$ cat config.mk
export PLATFORM = sky130hd
export DESIGN_NAME = regfile_2r1w
export DESIGN_NICKNAME = d
export VERILOG_FILES = /design/src/rtl/regfile_2r1w.sv
export SDC_FILE = /design/constraint.sdc
export NUM_CORES = 2
export LEC_CHECK = 0
export ABC_AREA = 1
export BUFFER_PORTS_ARGS = -buffer_cell sky130_fd_sc_hd__buf_2
export CORE_MARGIN = 8
export CORE_UTILIZATION = 40
export DETAILED_ROUTE_END_ITERATION = 7
export HOLD_SLACK_MARGIN = 0.1
export PLACE_DENSITY = 0.54
export SLEW_MARGIN = 20
export SYNTH_ARGS = -nofsm -noshare
export SYNTH_HDL_FRONTEND = slang
export SYNTH_SLANG_ARGS = --single-unit
$ cat constraint.sdc
create_clock -name clk -period 65.8 [get_ports clk]
set_input_delay 6.58 -clock clk [delete_from_list [all_inputs] [get_ports clk]]
set_output_delay 6.58 -clock clk [all_outputs]
set_load 0.01 [all_outputs]
$ cat src/rtl/regfile_2r1w.sv
// regfile_2r1w: register file with one write port, two registered read ports and a clear sequencer.
// Compile-time option REGFILE_BYPASS_EN selects write-first forwarding; by default reads are read-first.
module regfile_2r1w #(
  parameter int                 DATA_W  = 32,
  parameter int                 DEPTH   = 32,
  parameter int                 ADDR_W  = 5,
  parameter logic [DATA_W-1:0]  RST_VAL = '0
) (
  input  logic              clk,
  input  logic              reset,
  input  logic              we_,
  input  logic [ADDR_W-1:0] waddr,
  input  logic [DATA_W-1:0] wdata,
  input  logic              ren0,
  input  logic [ADDR_W-1:0] raddr0,
  output logic [DATA_W-1:0] rdata0,
  input  logic              ren1,
  input  logic [ADDR_W-1:0] raddr1,
  output logic [DATA_W-1:0] rdata1,
  input  logic              clr,
  output logic              busy,
  output logic              dbg_state
);

  typedef enum logic {
    S_IDLE  = 1'b0,
    S_CLEAR = 1'b1
  } state_t;

  // One bit wider than the address so DEPTH == 2**ADDR_W is representable.
  localparam logic [ADDR_W:0] DEPTH_C = (ADDR_W+1)'(DEPTH);
  localparam logic [ADDR_W:0] LAST_C  = (ADDR_W+1)'(DEPTH - 1);

  state_t            state_q, state_d;
  logic [ADDR_W:0]   cnt_q, cnt_d;
  logic              clr_we;
  logic              wr_en;
  logic [DATA_W-1:0] mem [DEPTH];
  logic [DATA_W-1:0] rd0_val, rd1_val;

  // clr is a one-edge request accepted only when busy is low; busy stays high
  // for exactly DEPTH cycles while entries 0..DEPTH-1 are overwritten in order.
  always_ff @(posedge clk or posedge reset) begin
    if (reset) begin
      state_q <= S_IDLE;
      cnt_q   <= '0;
    end else begin
      state_q <= state_d;
      cnt_q   <= cnt_d;
    end
  end

  always_comb begin
    state_d = state_q;
    cnt_d   = cnt_q;
    clr_we  = 1'b0;
    case (state_q)
      S_IDLE: begin
        if (clr) begin
          state_d = S_CLEAR;
          cnt_d   = '0;
        end
      end
      S_CLEAR: begin
        clr_we = 1'b1;
        cnt_d  = cnt_q + 1'b1;
        if (cnt_q == LAST_C) begin
          state_d = S_IDLE;
        end
      end
    endcase
  end

  assign busy      = (state_q == S_CLEAR);
  assign dbg_state = state_q;

  assign wr_en = !we_ && !busy && ({1'b0, waddr} < DEPTH_C);

  // wr_en and clr_we are mutually exclusive, so at most one entry updates per edge.
  always_ff @(posedge clk or posedge reset) begin
    if (reset) begin
      for (int i = 0; i < DEPTH; i++) begin
        mem[i] <= RST_VAL;
      end
    end else begin
      if (wr_en) begin
        mem[waddr] <= wdata;
      end
      if (clr_we) begin
        mem[cnt_q[ADDR_W-1:0]] <= RST_VAL;
      end
    end
  end

  always_comb begin
    rd0_val = '0;
    if ({1'b0, raddr0} < DEPTH_C) begin
      rd0_val = mem[raddr0];
    end
`ifdef REGFILE_BYPASS_EN
    if (clr_we && ({1'b0, raddr0} == cnt_q)) begin
      rd0_val = RST_VAL;
    end
    if (wr_en && (raddr0 == waddr)) begin
      rd0_val = wdata;
    end
`endif
  end

  always_comb begin
    rd1_val = '0;
    if ({1'b0, raddr1} < DEPTH_C) begin
      rd1_val = mem[raddr1];
    end
`ifdef REGFILE_BYPASS_EN
    if (clr_we && ({1'b0, raddr1} == cnt_q)) begin
      rd1_val = RST_VAL;
    end
    if (wr_en && (raddr1 == waddr)) begin
      rd1_val = wdata;
    end
`endif
  end

  always_ff @(posedge clk or posedge reset) begin
    if (reset) begin
      rdata0 <= '0;
      rdata1 <= '0;
    end else begin
      if (ren0) begin
        rdata0 <= rd0_val;
      end
      if (ren1) begin
        rdata1 <= rd1_val;
      end
    end
  end

endmodule

Word-level counts from Yosys, hierarchy flattened --
Cells that the tools add are included.
Word-level totals: bits in registers 1095, input bits 53, output and inout port bits 66, logic and storage cells 76
Operators by class: add/subtract/negate cells 1, order comparisons 6, equal/unequal tests 2, muxes and demuxes 19, bitwise logic cells 7, reductions and logical operators 5
Operators by type and width (count):
- $mux W1024 | 2
- $and A1024 B1024 Y1024 | 1
- $bwmux W1024 | 1
- $not A1024 Y1024 | 1
- $bmux W32 S5 | 2
- $demux W32 S5 | 2
- $mux W32 | 6
- $ge A6 B6 Y1 const B | 4
- $not A5 Y6 | 4
- $lt A6 B1 Y1 const B | 2
- $pmux W6 S2 | 1
- $add A6 B1 Y6 const B | 1
- $eq A6 B5 Y1 const B | 1
- $mux W6 | 1
- $logic_and A1 B1 Y1 | 3
- $mux W1 | 3
- $logic_not A1 Y1 | 2
- $ne A2 B2 Y1 const B | 1
- $pmux W1 S2 | 1
- $not A1 Y1 | 1

Longest topological paths before layout --
word-level depth 9, mapped depth 12, gate-level depth less buffers 9

Least setup slack after synthesis --
No wires, ideal clock.
path type input -> register, start input raddr1[0], end register rdata1[0], library setup time 66 ps, arrival 7866 ps, required time 65734 ps, slack 57868 ps, stages on the path 12, buffers on the path 3, path through buf_2 -> inv_2 -> clkbuf_1 -> clkbuf_1 -> nand2_1 -> nand3_1 -> nand3_1 -> nand2_1 -> nand2_1 -> nand3_1 -> nand3_1 -> nand2_1
Between the ends: word-level cells in the longest chain between the ends 4
RTL lines:
- start: declaration | line 18 | input logic [ADDR_W-1:0] raddr1,
- $not A5 Y6 (not written as such) | line 113 | rd1_val = mem[raddr1];
- $bmux W32 S5 | line 113
- $mux W32 (not written as such) (2 in series) | line 113
- end signal: assignment | line 134 | rdata1 <= rd1_val;
- end: declaration | line 19 | output logic [DATA_W-1:0] rdata1,
No other way between the ends. The select of a mux whose other input is x is not followed. A chain may end at the register's enable or synchronous reset.

==> results.md <==
* Status: finished, violations left
* Failing checks: design-rule violations
* Layout cell share with drive strength beyond 1 at 7.87%
* Distinct cells, synth at 31
* CP Capture Type: asynchronous set/reset pin
* Clock sinks at 1095
* RSZ-0062 raised after global routing: no
* MaxCap Viol Count at 0
* CTS Buf Count at 135
* CTS Hold Buffers Added at 0
* EDFF count, synth at 0
* Port Buffers at 118
* Post-synth top cells: nand2_1, nand3_1, dfrtp_1
* Area delta synth->final at 10.3%
* Final hold violation count at 0
* Clock Latency Late Sink at 800 ps
* Minimum clock period at 10640 ps
* Rel. slew slack at 13.9%
* Final setup vio count at 0
* Post-synth ARST share at 100%
* CTS Buffer Depth at 3
* Synth Flop Type: dfrtp_1
* TritonCTS clock tree: done
* Avg Inst Size Synth at 7.03 sq um
* Mean number of vias per cell at 6.56
* Root Buffer: clkbuf_16
* Pin count of the biggest net entering global routing at 157
* Utilization after layout at 44.5%
* Detailed Routing Iterations Pass 1 at 8
* Core area at 156000 sq um
* Flop and latch count out of synthesis at 1095
* PD cells at 31.6 nW/um^2
* Post-CTS setup buffers at 0
* Worst EP arrival at 11390 ps
* Vias in the first global route at 65900
* I/O pin count at 119
* Peak Freq at 94.0 MHz
* Critical path start-end classification: input port to asynchronous set/reset pin
* DP HPWL at 191000 microns
* Final worst path period share at 16.2%
* Clock Pin Slew Worst Setup and Hold Paths at 60 ps
* Setup crit start kind: input port
* Antenna Nets Post-Route at 0
* Finished Layout Cells at 10800
* DIE WIDTH at 413 microns
* DR DRC count at 2
* Initial core utilization at 40.3%
* Die height at 413 microns
* Final WL at 349000 microns
* Mapped Nets at 9028
* Multi-input gate area at 32300 sq um
* H-Tree Depth at 4
* Final Skew at 34.9 ps
* Worst path required time at 66560 ps
* Final Cell Area at 69600 sq um
* Die ar. at 171000 sq um
* WL per Instance at 32.4 microns
* Filler cell count at 15900
* Inst Count DP at 10500
* Slew at the pin closest to its max-slew limit at 1290 ps
* Area contributors post-synth: dfrtp_1, nand2_1, nand3_1, nor2_1, a21oi_1
* Placed cell area at 65000 sq um
* DRT iter0 DRCs at 11700
* PostCTS Resize Cnt at 0
* Post-Synthesis Cells at 8971
* Critical Path Fanout Max at 93
* Tightest Hold Check Type: flop to flop
* Initial antenna violation count at 25
* Count of final max-slew check failures at 0
* Pleak at 31.5 nW
* Yosys top cell by area: dfrtp_1
* Yosys warning total at 0
* Placer Congestion at 0.923
* TNS Setup at 0 ps
* Netlist Area Pre-Place at 63100 sq um
* Total track usage at 39.6%
* Global route overflow at 0
* Via Count at 70700
* Peak supply drop at 0.0000281 V
* Most frequent cell after synthesis: nand2_1
* Share of the synthesized area in the top cell type at 43.4%
* Sequential cell area at 27400 sq um
* Row count at 145
* Fin nets at 8665
* Sequential fraction of the synthesis area at 43.4%
* First-pass GRT wire length at 492000 microns
registers in the layout, indices dropped and copies added (netlist names):
signal and cells:
rdata1 32, busy 1, mem 1024, rdata0 32, cnt_q 6
worst paths after layout:
kind,from,endpoint,slack [ps],cells after the start
max,reset,mem[572],55160,7
min,rdata0[14],rdata0[14],480,2
max reg2reg,busy,mem[340],61290,9
min reg2reg,rdata0[14],rdata0[14],480,2
max in group clk,raddr1[0],rdata1[11],55740,12
min in group asynchronous,reset,rdata1[11],5850,2
placed cells by master, fill, tap and decap left out, drive strengths merged:
master       n
nand2     3083
nand3     1829
dfrtp     1095
nor2       708
a21oi      453
buf        325
o22ai      238
a211oi     235
clkbuf     207
a22oi      188
inv        104
o21ai       79
mux2i       47
clkinv      44
nor3        35
a221oi      29
diode        8
bufinv       7
ha           4
or2          1
nor4         1
a32o         1
clkinvlp     1
power breakdown:
part | switching [W] | internal (W)
clock network | 0.000325 | 0.000450
logic | 0.000420 | 0.000140
registers | 0.0000890 | 0.000776
total | 0.000834 | 0.00137
routing by layer:
| metal | GRT usage (%) | wire, microns |
|---|---|---|
| met1 | 51.4 | 127000 |
| met2 | 55.3 | 140000 |
| met3 | 12.6 | 51400 |
| met4 | 28.1 | 30000 |
| met5 | 0 | 139 |
worst max-delay path, stage by stage:
cell	delay, ps
buf_2	130
inv_8	400
buf_4	780
buf_4	730
buf_4	690
buf_4	810
buf_4	910
area by class of cell:
type / instances / share of cell area [%]
Antenna cell: 8 / 0.0288
Sequential cell: 1095 / 39.4
Clock inverter: 36 / 0.606
Inverter: 120 / 0.739
Timing Repair Buffer: 325 / 3.34
Tap cell: 2058 / 3.70
Multi-Input combinational cell: 6931 / 46.4
Clock buffer: 207 / 5.80
stage by stage:
| step | hold WS [ps] | power (W) | worst slack [ps] |
|---|---|---|---|
| 4_1_cts | 477 | 0.00217 | 55020 |
| 2_1_floorplan | 492 | 0.00117 | 28390 |
| 3_3_place_gp | 460 | 0.00140 | 54200 |
| 6_report | 475 | 0.00220 | 55160 |
| 3_5_place_dp | 462 | 0.00141 | 54180 |
| 5_1_grt | 498 | 0.00227 | 54470 |
cells by family (layout without fill, tap and decap cells):
family	after synthesis	count (layout)	share of synthesized area, %
mux	47	47	0.746
fa+ha+maj	4	4	0.0793
other cells	0	8	0
simple gates	5657	5657	37.6
buf+inv	945	688	6.07
flops	1095	1095	43.4
compound gates	1223	1223	12.1
Note: power is estimated with default switching activity, not from simulation.
